--- src/rtl/ps2_scancode_decoder.sv ---
`default_nettype none
// ============================================================================
//  Module      : ps2_scancode_decoder
//  Description : Converts PS/2 set-2 scan-code bytes into strobed ASCII
//                character events. Break (0xF0), extended (0xE0) and
//                typematic-repeat sequences are stripped. Shift state from
//                either shift key is tracked.
//
//  Ports
//    clk                     in   system clock, rising edge
//    rst_n                   in   asynchronous active-low reset
//    ps2_received_data[7:0]  in   scan-code byte, valid while strobe is high
//    ps2_received_data_strb  in   one-cycle pulse per received byte
//    ascii_data[7:0]         out  decoded character, held between strobes
//    ascii_data_strb         out  one-cycle pulse, ascii_data valid with it
//    unmapped_strb           out  one-cycle pulse for a make code with no map
//    shift_active            out  high while either shift key is held
//
//  Parameters
//    REPEAT_FILTER  1: suppress typematic repeats of the held key
//                   0: every make code emits
//
//  Revision    : 1.0  initial release
// ============================================================================
module ps2_scancode_decoder #(
    parameter int REPEAT_FILTER = 1
) (
    input  logic       clk,
    input  logic       rst_n,
    input  logic [7:0] ps2_received_data,
    input  logic       ps2_received_data_strb,
    output logic [7:0] ascii_data,
    output logic       ascii_data_strb,
    output logic       unmapped_strb,
    output logic       shift_active
);

    localparam logic [7:0] c_code_ext      = 8'hE0;
    localparam logic [7:0] c_code_break    = 8'hF0;
    localparam logic [7:0] c_code_lshift   = 8'h12;
    localparam logic [7:0] c_code_rshift   = 8'h59;
    localparam logic [7:0] c_code_kp_enter = 8'h5A;
    localparam logic [7:0] c_ascii_cr      = 8'h0D;

    typedef enum logic [1:0] {
        ST_IDLE    = 2'd0,
        ST_BRK     = 2'd1,
        ST_EXT     = 2'd2,
        ST_EXT_BRK = 2'd3
    } state_t;

    state_t     state_q, state_d;
    logic [7:0] ascii_data_q, ascii_data_d;
    logic       ascii_strb_q, ascii_strb_d;
    logic       unmapped_q, unmapped_d;
    logic       shift_q, shift_d;
    logic [7:0] held_key_q, held_key_d;
    logic       held_ext_q, held_ext_d;

    logic [8:0] w_map;          // {mapped, ascii}
    logic       w_is_shift;
    logic       w_is_response;
    logic       w_filter_on;

    // Set-2 make code to ASCII. Letters are always uppercase; only '/' and
    // '1' have distinct shifted glyphs.
    function automatic logic [8:0] map_code(input logic [7:0] code,
                                            input logic       shifted);
        logic [8:0] r;
        r = 9'h000;
        case (code)
            8'h1C: r = {1'b1, 8'h41};  // A
            8'h32: r = {1'b1, 8'h42};  // B
            8'h21: r = {1'b1, 8'h43};  // C
            8'h23: r = {1'b1, 8'h44};  // D
            8'h24: r = {1'b1, 8'h45};  // E
            8'h2B: r = {1'b1, 8'h46};  // F
            8'h34: r = {1'b1, 8'h47};  // G
            8'h33: r = {1'b1, 8'h48};  // H
            8'h43: r = {1'b1, 8'h49};  // I
            8'h3B: r = {1'b1, 8'h4A};  // J
            8'h42: r = {1'b1, 8'h4B};  // K
            8'h4B: r = {1'b1, 8'h4C};  // L
            8'h3A: r = {1'b1, 8'h4D};  // M
            8'h31: r = {1'b1, 8'h4E};  // N
            8'h44: r = {1'b1, 8'h4F};  // O
            8'h4D: r = {1'b1, 8'h50};  // P
            8'h15: r = {1'b1, 8'h51};  // Q
            8'h2D: r = {1'b1, 8'h52};  // R
            8'h1B: r = {1'b1, 8'h53};  // S
            8'h2C: r = {1'b1, 8'h54};  // T
            8'h3C: r = {1'b1, 8'h55};  // U
            8'h2A: r = {1'b1, 8'h56};  // V
            8'h1D: r = {1'b1, 8'h57};  // W
            8'h22: r = {1'b1, 8'h58};  // X
            8'h35: r = {1'b1, 8'h59};  // Y
            8'h1A: r = {1'b1, 8'h5A};  // Z
            8'h45: r = {1'b1, 8'h30};  // 0
            8'h16: r = shifted ? {1'b1, 8'h21} : {1'b1, 8'h31};  // ! / 1
            8'h1E: r = {1'b1, 8'h32};  // 2
            8'h26: r = {1'b1, 8'h33};  // 3
            8'h25: r = {1'b1, 8'h34};  // 4
            8'h2E: r = {1'b1, 8'h35};  // 5
            8'h36: r = {1'b1, 8'h36};  // 6
            8'h3D: r = {1'b1, 8'h37};  // 7
            8'h3E: r = {1'b1, 8'h38};  // 8
            8'h46: r = {1'b1, 8'h39};  // 9
            8'h29: r = {1'b1, 8'h20};  // space
            8'h5A: r = {1'b1, 8'h0D};  // enter
            8'h66: r = {1'b1, 8'h08};  // backspace
            8'h49: r = {1'b1, 8'h2E};  // .
            8'h41: r = {1'b1, 8'h2C};  // ,
            8'h4A: r = shifted ? {1'b1, 8'h3F} : {1'b1, 8'h2F};  // ? / /
            default: r = 9'h000;
        endcase
        return r;
    endfunction

    assign w_filter_on   = (REPEAT_FILTER != 0);
    assign w_map         = map_code(ps2_received_data, shift_q);
    assign w_is_shift    = (ps2_received_data == c_code_lshift) ||
                           (ps2_received_data == c_code_rshift);
    // Keyboard controller responses that must never produce any output.
    assign w_is_response = (ps2_received_data == 8'hAA) ||
                           (ps2_received_data == 8'hFA) ||
                           (ps2_received_data == 8'hFE) ||
                           (ps2_received_data == 8'hEE) ||
                           (ps2_received_data == 8'h00) ||
                           (ps2_received_data == 8'hFF);

    always_comb begin
        state_d      = state_q;
        ascii_data_d = ascii_data_q;
        ascii_strb_d = 1'b0;
        unmapped_d   = 1'b0;
        shift_d      = shift_q;
        held_key_d   = held_key_q;
        held_ext_d   = held_ext_q;

        if (ps2_received_data_strb) begin
            if (ps2_received_data == c_code_ext) begin
                state_d = ST_EXT;
            end else if (ps2_received_data == c_code_break) begin
                // A redundant 0xF0 in a break state leaves the state alone.
                if (state_q == ST_IDLE) begin
                    state_d = ST_BRK;
                end else if (state_q == ST_EXT) begin
                    state_d = ST_EXT_BRK;
                end
            end else begin
                state_d = ST_IDLE;
                case (state_q)
                    ST_IDLE: begin
                        if (w_is_shift) begin
                            shift_d = 1'b1;
                        end else if (w_is_response) begin
                            shift_d = shift_q;
                        end else if (w_map[8]) begin
                            if (!(w_filter_on && !held_ext_q &&
                                  held_key_q == ps2_received_data)) begin
                                ascii_data_d = w_map[7:0];
                                ascii_strb_d = 1'b1;
                                held_key_d   = ps2_received_data;
                                held_ext_d   = 1'b0;
                            end
                        end else begin
                            unmapped_d = 1'b1;
                        end
                    end
                    ST_BRK: begin
                        if (w_is_shift) begin
                            shift_d = 1'b0;
                        end
                        if (!held_ext_q && held_key_q == ps2_received_data) begin
                            held_key_d = 8'h00;
                            held_ext_d = 1'b0;
                        end
                    end
                    ST_EXT: begin
                        // Keypad enter is the only extended key with a mapping.
                        if (ps2_received_data == c_code_kp_enter) begin
                            if (!(w_filter_on && held_ext_q &&
                                  held_key_q == c_code_kp_enter)) begin
                                ascii_data_d = c_ascii_cr;
                                ascii_strb_d = 1'b1;
                                held_key_d   = c_code_kp_enter;
                                held_ext_d   = 1'b1;
                            end
                        end
                    end
                    ST_EXT_BRK: begin
                        if (held_ext_q && held_key_q == ps2_received_data) begin
                            held_key_d = 8'h00;
                            held_ext_d = 1'b0;
                        end
                    end
                    default: begin
                        state_d = ST_IDLE;
                    end
                endcase
            end
        end
    end

    always_ff @(posedge clk or negedge rst_n) begin
        if (!rst_n) begin
            state_q      <= ST_IDLE;
            ascii_data_q <= 8'h00;
            ascii_strb_q <= 1'b0;
            unmapped_q   <= 1'b0;
            shift_q      <= 1'b0;
            held_key_q   <= 8'h00;
            held_ext_q   <= 1'b0;
        end else begin
            state_q      <= state_d;
            ascii_data_q <= ascii_data_d;
            ascii_strb_q <= ascii_strb_d;
            unmapped_q   <= unmapped_d;
            shift_q      <= shift_d;
            held_key_q   <= held_key_d;
            held_ext_q   <= held_ext_d;
        end
    end

    assign ascii_data      = ascii_data_q;
    assign ascii_data_strb = ascii_strb_q;
    assign unmapped_strb   = unmapped_q;
    assign shift_active    = shift_q;

endmodule
`default_nettype wire

--- config.mk ---
export PLATFORM = sky130hd
export DESIGN_NAME = ps2_scancode_decoder
export DESIGN_NICKNAME = d
export VERILOG_FILES = /design/src/rtl/ps2_scancode_decoder.sv
export SDC_FILE = /design/constraint.sdc
export NUM_CORES = 1
export LEC_CHECK = 0
export ABC_CLOCK_PERIOD_IN_PS = 2000
export BUFFER_PORTS_ARGS = -buffer_cell sky130_fd_sc_hd__buf_2
export CORE_MARGIN = 2
export CORE_UTILIZATION = 54
export DETAILED_ROUTE_END_ITERATION = 7
export GPL_TIMING_DRIVEN = 0
export MAX_ROUTING_LAYER = met4
export PLACE_DENSITY = 0.77
export SYNTH_ARGS = -nofsm -noshare
export SYNTH_HDL_FRONTEND = slang
export SYNTH_SLANG_ARGS = --single-unit
--- constraint.sdc ---
create_clock -name clk -period 2 [get_ports clk]
set_input_delay 0.1 -clock clk [delete_from_list [all_inputs] [get_ports clk]]
set_output_delay 0.1 -clock clk [all_outputs]
set_load 0.01 [all_outputs]
== After elaboration in Yosys (flattened, before gate mapping) ==
Cells that the tools add are included.
Cells by class
  muxes and demuxes: 52
  equality and inequality tests: 67
  bitwise logic cells: 2
  reduce and logical (&&, ||, !) cells: 18
Operators by type and width (number)
  one-hot mux 9 bit (42 select lines): 1
  equality test 8 x 6 -> 1 bit, second input constant: 23
  equality test 8 x 7 -> 1 bit, second input constant: 14
  two-way mux 8 bit: 14
  equality test 8 x 5 -> 1 bit, second input constant: 8
  equality test 8 bit, second input constant: 7
  one-hot mux 8 bit (4 select lines): 1
  two-way mux 1 bit: 26
  inequality test 2 bit, second input constant: 9
  one-hot mux 8 bit (2 select lines): 1
  AND reduction 11 bit: 1
  two-way mux 5 bit: 2
  AND reduction 10 bit: 1
  equality test 8 bit: 1
  logical NOT 8 bit: 1
  two-way mux 2 bit: 4
  logical OR 1 bit: 6
  AND reduction 6 bit: 1
  equality test 2 bit, second input constant: 2
  inequality test 4 x 2 -> 1 bit, second input constant: 1
  one-hot mux 1 bit (2 select lines): 2
  one-hot mux 1 bit (4 select lines): 1
  nonzero test 2 bit: 2
  logical AND 1 bit: 3
  6 further kinds: 7
Storage, ports and cells
  output and inout bits: 11
  word-level logic and storage cells: 146
  register bits: 22
  input bits: 11

== Depth between registers and ports, before layout ==
Gate-level depths: netlist of run 1.
  depth after elaboration: 12
  depth in mapped cells: 11
  gate-level depth less buffers: 7

== Worst setup path before layout of run 1 ==
No wires, ideal clock.
  path type: in2reg
  from: input port ps2_received_data[5]
  to: register ascii_data_q[5] (netlist: ascii_data[5])
  setup slack: -201 ps
  stages on the path: 9
  library setup time: 125 ps
  data required time: 1875 ps
  data arrival time: 2076 ps
  path buffers: 2
  path through: buf_6 > or4b_4 > or3_1 > a21oi_2 > nor4_2 > a41oi_4 > nand2b_2 > buf_6 > mux2_4
On the way
  cells in the longest elaborated chain, start to end: 8
  elaborated cells between the ends (all ways): 74
Ends and longest elaborated chain
  start: declaration: RTL line 30  | input logic [7:0] ps2_received_data,
  parallel branches: the longest is 8 deep, another holds one-hot mux 9 bit (42 select lines)
  end signal: assignment: RTL line 216  | ascii_data_q <= ascii_data_d;
  end: declaration: RTL line 53  | logic [7:0] ascii_data_q, ascii_data_d;
Parallel ways; which one is timed is not known. The select of a mux whose other input is x is not followed.
A chain may end at the register's enable or synchronous reset.

== Worst setup path in the final report of run 1 ==
  from: register held_key_q[3]
  to: register held_key_q[7]
On the way
  cells in the longest elaborated chain, start to end: 4
  elaborated cells between the ends (all ways): 10
Ends and longest elaborated chain
  start: declaration: RTL line 57  | logic [7:0] held_key_q, held_key_d;
  start signal: assignment: RTL line 220  | held_key_q <= held_key_d;
  equality test 8 bit / equality test 8 x 7 -> 1 bit (equally long branches)
  logical AND 1 bit, on equally long branches
  inequality test 2 bit (no source line)
  AND reduction 11 bit (no source line) (*)
Every way passes the cells marked *; elsewhere a longest branch is shown, timed or not.

==> results.tsv, run 1 <==
stage	metric	value	unit
run_status	status	complete, but fails checks	
run_status	failing checks	design-rule violations, negative setup slack	
placed_design	DP Wirelength	5.00	mm
pwr	Tot Pwr	1.41	mW
yosys	number of synthesized register bits	21	
yosys	synth unique cells	74	
cts	Worst-Skew Late Latency	270	ps
layout	Post-Layout Inst Area	2780	um2
placed_design	Placed Cells	340	
yosys	syn_nets	285	
route	DRC errors left	2	
timing	Max Fclk	0.441	GHz
route	drt total wl	7.36	mm
pwr	worst vdd ir	0.401	mV
setup_path	CP max-delay cell	or4b_4	
layout	final non-filler cell total	360	
cts	CTS Buffer Depth	2	
cts	TritonCTS Buffers	3	
cts	CTS Root Cell	clkbuf_8	
grt	total track usage	33.7	%
layout	final core occ	69.6	%
route	Routed Antenna Nets	0	
cts	clock sinks	21	
yosys	syn_area_per_cell	8.21	um2
worst_hold_path	worst min-delay path class	primary input to flop	
setup_path	CP Cell Sequence	xor2_1 > nor4_2 > a21oi_2 > or4b_4 > buf_6 > o21bai_4 > and2_1	
layout	layout cells sized above 1	31.3	%
yosys	Synth Cell Area	2250	um2
cts	number of H-tree levels	1	
timing	Slew Viols, Final	0	
route	vias	2440	
timing	Slew headroom	58.6	%
setup_path	CP max FO	10	
floorplan	die height	68.6	um
floorplan	site row count	23	
setup_path	CP endpoint kind	flop	
timing	worst-margin pin slew	619	ps
timing	final period utilization	113	%
layout	area grow syn2layout	23.7	%
yosys	FFs w/ async S/R, synth	100	%
yosys	EDFF count, synth	0	
pwr	PwrDens	505	nW/um2
route	DR pass1 iterations	8	
timing	setup violators final	16	
layout	fillers	335	
grt	vias in the first global route	2292	
yosys	cell count after synthesis	274	
setup_path	WS Path Type	flop to flop	
placed_design	GP Congestion	1.00	
yosys	sequential-to-total area share from yosys stat	23.3	%
cts	Clock Pin Slew Worst Setup and Hold Paths	90	ps
layout	Nets	322	
yosys	dominant synthesized flop cell	dfrtp_1	
setup_path	Required @ worst endpoint	2170	ps
setup_path	slowest cell delay on critical path	540	ps
floorplan	Chip Width	68.6	um
floorplan	DIE AREA	4700	um2
timing	fin crit period	2270	ps
timing	worst setup margin	-270	ps
layout	diode count	0	
setup_path	crit path launch type	flop	
route	wire length per cell	20.4	um
grt	total gr overflow	0	
timing	TNS Setup	-2550	ps
timing	Clock Skew	10.6	ps
route	DR iter-0 viols	327	
timing	Fin. Hold Viols	0	
placed_design	I/O Buffers	16	
floorplan	Ports	22	
placed_design	pre-CTS WS	-671	ps
pwr	leakage power	1.17	nW
setup_path	Arr. time, crit path	2440	ps
flow_run	number of max-cap violations	0	
placed_design	DP Area	2410	um2
timing	RSZ-0062 raised after global routing	true	
cts	CTS tree	done	
grt	initial antenna violation count	0	
floorplan	Starting Density	56.3	%
yosys	Synth warnings	0	
route	via density per instance	6.78	
grt	pin count of the biggest net entering global routing	22	
grt	first-pass GRT wire length	11.3	mm
timing	Final Hold Slack	136	ps
floorplan	CORE AREA	4000	um2
-- per-layer routing --
layer	wire, um	part of all wire [%]	GRT usage [%]	up-vias
li1	-	-	-	1099
met1	3060	42	43.5	1144
met2	3330	45	52.0	158
met3	672	9.1	7.47	39
met4	305	4.1	11.3	0
met5	0	0	-	-
-- layout by cell type (no fill, tap or decap), drive strengths merged, types with 3 or more instances in the layout --
cell type / instances
nor3b: 4
nor3: 13
o21ai: 9
nand4: 3
o2111ai: 3
dfrtp: 21
and2: 6
a32oi: 3
inv: 6
nand2: 27
nor2b: 6
o2bb2ai: 3
a31oi: 3
mux2i: 15
xor2: 10
nor2: 17
a221oi: 3
nand3: 11
nor4b: 6
or4b: 3
a21oi: 10
and2b: 3
nand2b: 5
clkbuf: 7
or4: 3
a211oi: 7
buf: 51
nor4: 6
-- what timing repair did --
action	4_1_cts	5_1_grt
cloned	1	0
buffers inserted	12	5
gates resized for setup	37	13
setup endpoints to repair	17	15
endpoints found under the hold margin	21	0
hold buffers	1	0
pin swaps	9	9
-- Yosys cell counts, types with 6 or more instances --
cell | n | area [um2]
nand2_1 | 27 | 101
o21ai_0 | 9 | 45.0
nor2_1 | 17 | 63.8
and2_1 | 6 | 37.5
buf_2 | 6 | 30.0
a21oi_1 | 9 | 45.0
dfrtp_1 | 21 | 526
nor2b_1 | 6 | 37.5
buf_6 | 9 | 101
nand3_1 | 11 | 55.1
inv_1 | 6 | 22.5
nor3_1 | 13 | 65.1
mux2i_1 | 15 | 150
xor2_1 | 10 | 87.6
a211oi_1 | 7 | 52.6
-- logic make-up after synthesis --
group / count (synthesis) / synth area share, %
compound gates: 65 / 22.1
xor+xnor: 10 / 3.89
buf+inv: 31 / 9.06
flops: 21 / 23.3
mux: 17 / 7.84
other cells: 1 / 0.167
simple gates: 129 / 33.6
-- state kept, by name (all words and copies together) (netlist names) --
| signal | cells |
|---|---|
| state_q | 2 |
| shift_active | 1 |
| ascii_data_strb | 1 |
| held_ext_q | 1 |
| ascii_data | 7 |
| unmapped_strb | 1 |
| held_key_q | 8 |
-- worst max-delay path, delay by kind of cell (launching register included) --
kind | cells | cell delay [ps]
AO/OA/AOI/OAI | 2 | 320
XOR/XNOR | 1 | 170
buffers and inverters | 1 | 170
flip-flops | 1 | 430
AND/OR/NAND/NOR | 3 | 1070
-- power breakdown --
group	switching [mW]	total [mW]	internal, mW
clock network	0.151	0.290	0.139
logic	0.316	0.579	0.264
registers	0.0556	0.536	0.481
-- final cells by class --
cell class,instances,area [um2],share of cell area [%]
multi-input combinational,222,1690,60.5
sequential,21,527,18.9
timing repair buffer,35,245,8.81
buffer,21,186,6.70
tap,50,62.6,2.25
clock buffer,3,41.3,1.48
inverter,7,31.3,1.12
clock inverter,1,5.00,0.180
-- worst paths after layout --
path                       slack, ps                   endpoint  cells after the start                      start
min in group asynchronous        310  ascii_data[5]$_DFFE_PN0P_                      2                      rst_n
hold / removal                   140     state_q[1]$_DFFE_PN0P_                      3     ps2_received_data_strb
setup / recovery                -270  held_key_q[7]$_DFFE_PN0P_                      7  held_key_q[3]$_DFFE_PN0P_
max in group asynchronous       1320     state_q[0]$_DFFE_PN0P_                      2                      rst_n
hold reg to reg                  540  ascii_data[1]$_DFFE_PN0P_                      2  ascii_data[1]$_DFFE_PN0P_
setup reg to reg                -270  held_key_q[7]$_DFFE_PN0P_                      7  held_key_q[3]$_DFFE_PN0P_
Power figures use the tool's default switching activity.
==> run 2: changes to the inputs <==
--- a/config.mk
+++ b/config.mk
@@ -8,11 +8,11 @@
 export ABC_CLOCK_PERIOD_IN_PS = 2000
 export BUFFER_PORTS_ARGS = -buffer_cell sky130_fd_sc_hd__buf_2
 export CORE_MARGIN = 2
-export CORE_UTILIZATION = 54
+export CORE_UTILIZATION = 45
 export DETAILED_ROUTE_END_ITERATION = 7
 export GPL_TIMING_DRIVEN = 0
 export MAX_ROUTING_LAYER = met4
-export PLACE_DENSITY = 0.77
+export PLACE_DENSITY = 0.66
 export SYNTH_ARGS = -nofsm -noshare
 export SYNTH_HDL_FRONTEND = slang
 export SYNTH_SLANG_ARGS = --single-unit
==> results.tsv, run 2 (synthesized netlist as in run 1, its figures left out) <==
stage	metric	value	unit
layout	area grow syn2layout	27.1	%
grt	vias in the first global route	2311	
setup_path	Setup crit end	held_key_q[7]$_DFFE_PN0P_	
cts	CTS Root Cell	clkbuf_8	
pwr	PwrDens	486	nW/um2
layout	fillers	420	
run_status	status	complete, but fails checks	
cts	CTS tree	done	
timing	Fin. Hold Viols	0	
layout	number of flip-flops in the largest register	8	
worst_hold_path	hold_sp	ps2_received_data_strb	
placed_design	GP Congestion	0.989	
floorplan	CORE AREA	4790	um2
flow_run	number of max-cap violations	0	
timing	final period utilization	112	%
cts	CTS Buffer Depth	2	
setup_path	reg2reg setup slack	-240	ps
placed_design	DP Wirelength	4.88	mm
pwr	Int Pwr	0.898	mW
setup_path	Required @ worst endpoint	2150	ps
cts	number of H-tree levels	1	
cts	Worst-Skew Late Latency	260	ps
route	via density per instance	6.31	
setup_path	crit path launch type	flop	
layout	Nets	328	
route	Routed Antenna Nets	0	
pwr	Switching Share	35.4	%
layout	final core occ	59.8	%
setup_path	Critical Path Source	held_key_q[1]$_DFFE_PN0P_	
worst_hold_path	worst min-delay path class	primary input to flop	
setup_path	worst reg2reg path depth	7	
layout	diode count	0	
layout	commonest non-fill, non-tap cells in the layout	nand2_1 (26), buf_4 (24), dfrtp_1 (20)	
setup_path	WS Path Type	flop to flop	
setup_path	CP endpoint kind	flop	
cts	Clock Pin Slew Worst Setup and Hold Paths	70	ps
pwr	Psw	0.492	mW
setup_path	Arr. time, crit path	2390	ps
cts	clock sinks	21	
placed_design	I/O Buffers	16	
placed_design	pre-CTS WS	-628	ps
grt	total gr overflow	0	
route	DRC errors left	0	
layout	multi-input logic area	1670	um2
layout	register area	527	um2
timing	Slew Viols, Final	0	
grt	total track usage	27.9	%
pwr	sequential power share	38.6	%
grt	pin count of the biggest net entering global routing	22	
floorplan	Ports	22	
pwr	part of the power in the clock network	19.5	%
setup_path	reg2reg end	held_key_q[7]$_DFFE_PN0P_	
pwr	worst vdd ir	0.366	mV
route	drt total wl	7.01	mm
timing	worst-margin pin slew	501	ps
timing	Max Fclk	0.446	GHz
floorplan	site row count	25	
layout	most common cell after layout, fill and taps aside	nand2_1	
grt	first-pass GRT wire length	11.6	mm
route	DR iter-0 viols	342	
floorplan	Starting Density	47.0	%
cts	TritonCTS Buffers	3	
route	vias	2415	
timing	RSZ-0062 raised after global routing	true	
floorplan	Chip Width	74.7	um
setup_path	reg2reg start	held_key_q[1]$_DFFE_PN0P_	
layout	layout cells sized above 1	31.6	%
layout	Top reg by flops	held_key_q	
timing	worst setup margin	-243	ps
timing	TNS Setup	-1750	ps
grt	initial antenna violation count	0	
pwr	Tot Pwr	1.39	mW
timing	setup violators final	14	
floorplan	DIE AREA	5580	um2
timing	Final Hold Slack	134	ps
timing	fin crit period	2240	ps
timing	Clock Skew	3.27	ps
pwr	leakage power	1.19	nW
pwr	combinational share of power	41.9	%
floorplan	die height	74.7	um
run_status	failing checks	negative setup slack	
timing	Slew headroom	66.5	%
route	wire length per cell	18.3	um
setup_path	CP max FO	10	
route	DR pass1 iterations	5	
## run 2: what timing repair did
item / in CTS / in global routing
setup buffers: 20 / 2
endpoints found under the setup margin: 17 / 17
hold endpoints to repair: 21 / 0
hold buffers: 1 / 0
gates resized for setup: 43 / 6
pin swaps: 11 / 1
gates cloned: 1 / 0
## run 2: worst min-delay path by stage
stage / end / slack (ps) / cells after the start
after floorplan: ascii_data[0]$_DFFE_PN0P_ / -200 / 0
after global placement: ascii_data[4]$_DFFE_PN0P_ / 80 / 1
after detailed placement: ascii_data[4]$_DFFE_PN0P_ / 80 / 1
after CTS: state_q[1]$_DFFE_PN0P_ / 130 / 3
after global routing: state_q[1]$_DFFE_PN0P_ / 150 / 3
final: state_q[1]$_DFFE_PN0P_ / 130 / 3
## run 2: power by group through the flow
stage / combinational (mW) / sequential, mW / clock [mW]
final: 0.583 / 0.537 / 0.271
after global routing: 0.631 / 0.544 / 0.296
after CTS: 0.560 / 0.533 / 0.280
after detailed placement: 0.459 / 0.542 / 0
after global placement: 0.453 / 0.542 / 0
after floorplan: 0.330 / 0.542 / 0
## run 2: cell type report
| type | instances | share of cell area, % |
|---|---|---|
| repair buffers | 40 | 10.5 |
| clock buffers | 4 | 1.57 |
| plain buffers | 22 | 7.09 |
| well taps | 67 | 2.93 |
| inverters | 7 | 1.09 |
| flip-flops and latches | 21 | 18.4 |
| multi-input cells | 222 | 58.4 |
## run 2: worst max-delay path, cell delays in order, from the launching register on
cell and delay (ps):
dfrtp_1 440, xor2_1 180, nor4_2 340, a21oi_1 120
or4b_4 530, buf_6 160, o21bai_4 200, and2_1 160
## run 2: metrics by stage
step / instance area (um2) / cells
finish: 2860 / 383
floorplan: 2270 / 274
global placement: 2430 / 357
CTS: 2820 / 381
global route: 2860 / 383
detailed placement: 2430 / 357
## run 2: routing by layer
layer | routed length [um] | vias up | global-route usage, % | part of all wire, %
li1 | - | 1121 | - | -
met1 | 3110 | 1127 | 38.7 | 44
met2 | 3110 | 136 | 42.2 | 44
met3 | 594 | 31 | 3.61 | 8.5
met4 | 199 | 0 | 8.93 | 2.8
met5 | 0 | - | - | 0
==> run 3: changes to the inputs <==
--- a/config.mk
+++ b/config.mk
@@ -5,14 +5,14 @@
 export SDC_FILE = /design/constraint.sdc
 export NUM_CORES = 1
 export LEC_CHECK = 0
-export ABC_CLOCK_PERIOD_IN_PS = 2000
+export ABC_CLOCK_PERIOD_IN_PS = 2200
 export BUFFER_PORTS_ARGS = -buffer_cell sky130_fd_sc_hd__buf_2
 export CORE_MARGIN = 2
 export CORE_UTILIZATION = 45
+export CTS_CLUSTER_SIZE = 8
 export DETAILED_ROUTE_END_ITERATION = 7
 export GPL_TIMING_DRIVEN = 0
 export MAX_ROUTING_LAYER = met4
-export PLACE_DENSITY = 0.66
 export SYNTH_ARGS = -nofsm -noshare
 export SYNTH_HDL_FRONTEND = slang
 export SYNTH_SLANG_ARGS = --single-unit
==> constraint.sdc (replaced) <==
create_clock -name clk -period 2.2 [get_ports clk]
set_input_delay 0.11 -clock clk [delete_from_list [all_inputs] [get_ports clk]]
set_output_delay 0.11 -clock clk [all_outputs]
set_load 0.01 [all_outputs]
==> results.tsv, run 3 (synthesized netlist as in run 1, its figures left out) <==
stage	metric	value	unit
route	via density per instance	6.30	
timing	Max Fclk	0.456	GHz
cts	Clock Pin Slew Worst Setup and Hold Paths	80	ps
setup_path	CP endpoint kind	flop	
cts	TritonCTS Buffers	3	
cts	CTS tree	done	
placed_design	GP Congestion	0.963	
route	wire length per cell	19.0	um
setup_path	slowest cell delay on critical path	540	ps
setup_path	worst reg2reg path depth	7	
route	DR pass1 iterations	5	
timing	worst-margin pin slew	541	ps
grt	initial antenna violation count	0	
pwr	worst vdd ir	0.396	mV
layout	area grow syn2layout	20.1	%
layout	Nets	317	
route	DR iter-0 viols	218	
route	vias	2343	
placed_design	I/O Buffers	16	
timing	Fin. Hold Viols	0	
setup_path	Arr. time, crit path	2350	ps
worst_hold_path	worst min-delay path class	primary input to flop	
grt	pin count of the biggest net entering global routing	22	
run_status	status	completed	
setup_path	crit path launch type	flop	
setup_path	instance count on the critical path	7	
layout	diode count	0	
layout	final non-filler cell total	372	
timing	setup violators final	0	
grt	vias in the first global route	2137	
cts	CTS Root Cell	clkbuf_8	
flow_run	number of max-cap violations	0	
timing	Final Hold Slack	134	ps
setup_path	worst path bufs/invs	1	
grt	total track usage	27.3	%
cts	Worst-Skew Late Latency	270	ps
floorplan	die height	74.7	um
setup_path	CP max FO	10	
worst_hold_path	WHS Path Cells	3	
cts	clock sinks	21	
timing	RSZ-0062 raised after global routing	true	
timing	fin crit period	2190	ps
layout	number of flip-flops in the largest register	8	
setup_path	Required @ worst endpoint	2360	ps
timing	Clock Skew	4.58	ps
timing	Slew Viols, Final	0	
grt	first-pass GRT wire length	11.2	mm
floorplan	site row count	25	
layout	commonest non-fill, non-tap cells in the layout	nand2_1 (26), dfrtp_1 (20), buf_2 (19)	
floorplan	Starting Density	47.0	%
setup_path	CP max-delay cell	or4b_4	
route	drt total wl	7.08	mm
route	Routed Antenna Nets	0	
floorplan	Ports	22	
route	DRC errors left	0	
floorplan	Chip Width	74.7	um
setup_path	WS Path Type	flop to flop	
pwr	leakage power	1.10	nW
timing	TNS Setup	0	ps
timing	final period utilization	99.8	%
layout	Top reg by flops	held_key_q	
grt	total gr overflow	0	
placed_design	Placed Cells	357	
setup_path	CP Cell Sequence	xor2_1 > nor4_2 > a21oi_1 > or4b_4 > buf_6 > o21bai_4 > and2_1	
timing	Slew headroom	63.8	%
layout	most common cell after layout, fill and taps aside	nand2_1	
layout	layout cells sized above 1	28.5	%
floorplan	DIE AREA	5580	um2
cts	number of H-tree levels	1	
pwr	PwrDens	460	nW/um2
cts	CTS Buffer Depth	2	
placed_design	DP Wirelength	4.99	mm
floorplan	CORE AREA	4790	um2
setup_path	crit-path leading delay family	simple AND/OR/NAND/NOR gates	
-- run 3: cell count changes in the layout (fill, tap and decap cells not counted), sizes merged --
cell / previous run / this run
clkbuf: 8 / 9
buf: 57 / 45
-- run 3: layout make-up --
cell class              instances  area, um2
clock buffers                   4       45.0
well taps                      67       83.8
fillers                       456       2080
plain buffers                  23        185
inverters                       7       31.3
flip-flops and latches         21        527
repair buffers                 28        183
multi-input cells             222       1650
-- run 3: per-stage QoR --
| stage | total power, mW | instance area, um2 | utilization [%] | setup slack [ps] |
|---|---|---|---|---|
| 6_report | 1.24 | 2700 | 56.5 | 5.17 |
| 4_1_cts | 1.21 | 2590 | 54.1 | -9.20 |
| 3_5_place_dp | 0.905 | 2410 | 50.5 | -473 |
| 2_1_floorplan | 0.787 | 2250 | - | 5.81 |
| 5_1_grt | 1.32 | 2700 | 56.5 | -78.4 |
| 3_3_place_gp | 0.904 | 2410 | 50.5 | -498 |
-- run 3: per-layer routing --
| layer | global-route usage (%) | vias up | wire [um] |
|---|---|---|---|
| li1 | - | 1090 | - |
| met1 | 38.5 | 1103 | 3180 |
| met5 | - | - | 0 |
| met4 | 8.13 | 0 | 180 |
| met2 | 39.6 | 129 | 3160 |
| met3 | 5.22 | 21 | 561 |
-- run 3: path summary, 6_finish.rpt --
path                                            from                        end  slack (ps)
max                        held_key_q[0]$_DFFE_PN0P_  held_key_q[7]$_DFFE_PN0P_           5
min                           ps2_received_data_strb  held_key_q[2]$_DFFE_PN0P_         130
max reg2reg                held_key_q[0]$_DFFE_PN0P_  held_key_q[7]$_DFFE_PN0P_           5
min reg2reg                ascii_data[6]$_DFFE_PN0P_  ascii_data[6]$_DFFE_PN0P_         530
max in group asynchronous                      rst_n     state_q[0]$_DFFE_PN0P_        1490
min in group asynchronous                      rst_n  ascii_data[1]$_DFFE_PN0P_         340
-- run 3: power breakdown --
part	total [mW]	leakage [nW]	switching, mW	internal (mW)
Sequential	0.484	0.265	0.0466	0.437
Clock	0.263	0.0228	0.134	0.129
Combinational	0.498	0.817	0.273	0.225
-- run 3: worst register-to-register path, delay by kind of cell (launching register included) --
kind | cells | cell delay (ps)
simple gates | 3 | 1030
xor+xnor | 1 | 160
compound gates | 2 | 320
flops | 1 | 420
buf+inv | 1 | 170
-- run 3: what timing repair did --
item                                    4_1_cts  5_1_grt
buffers inserted                              4        7
endpoints found under the setup margin       15       16
gates resized for setup                      22       21
endpoints found under the hold margin        21        0
hold buffers                                  1        0
pin swaps                                     6       10
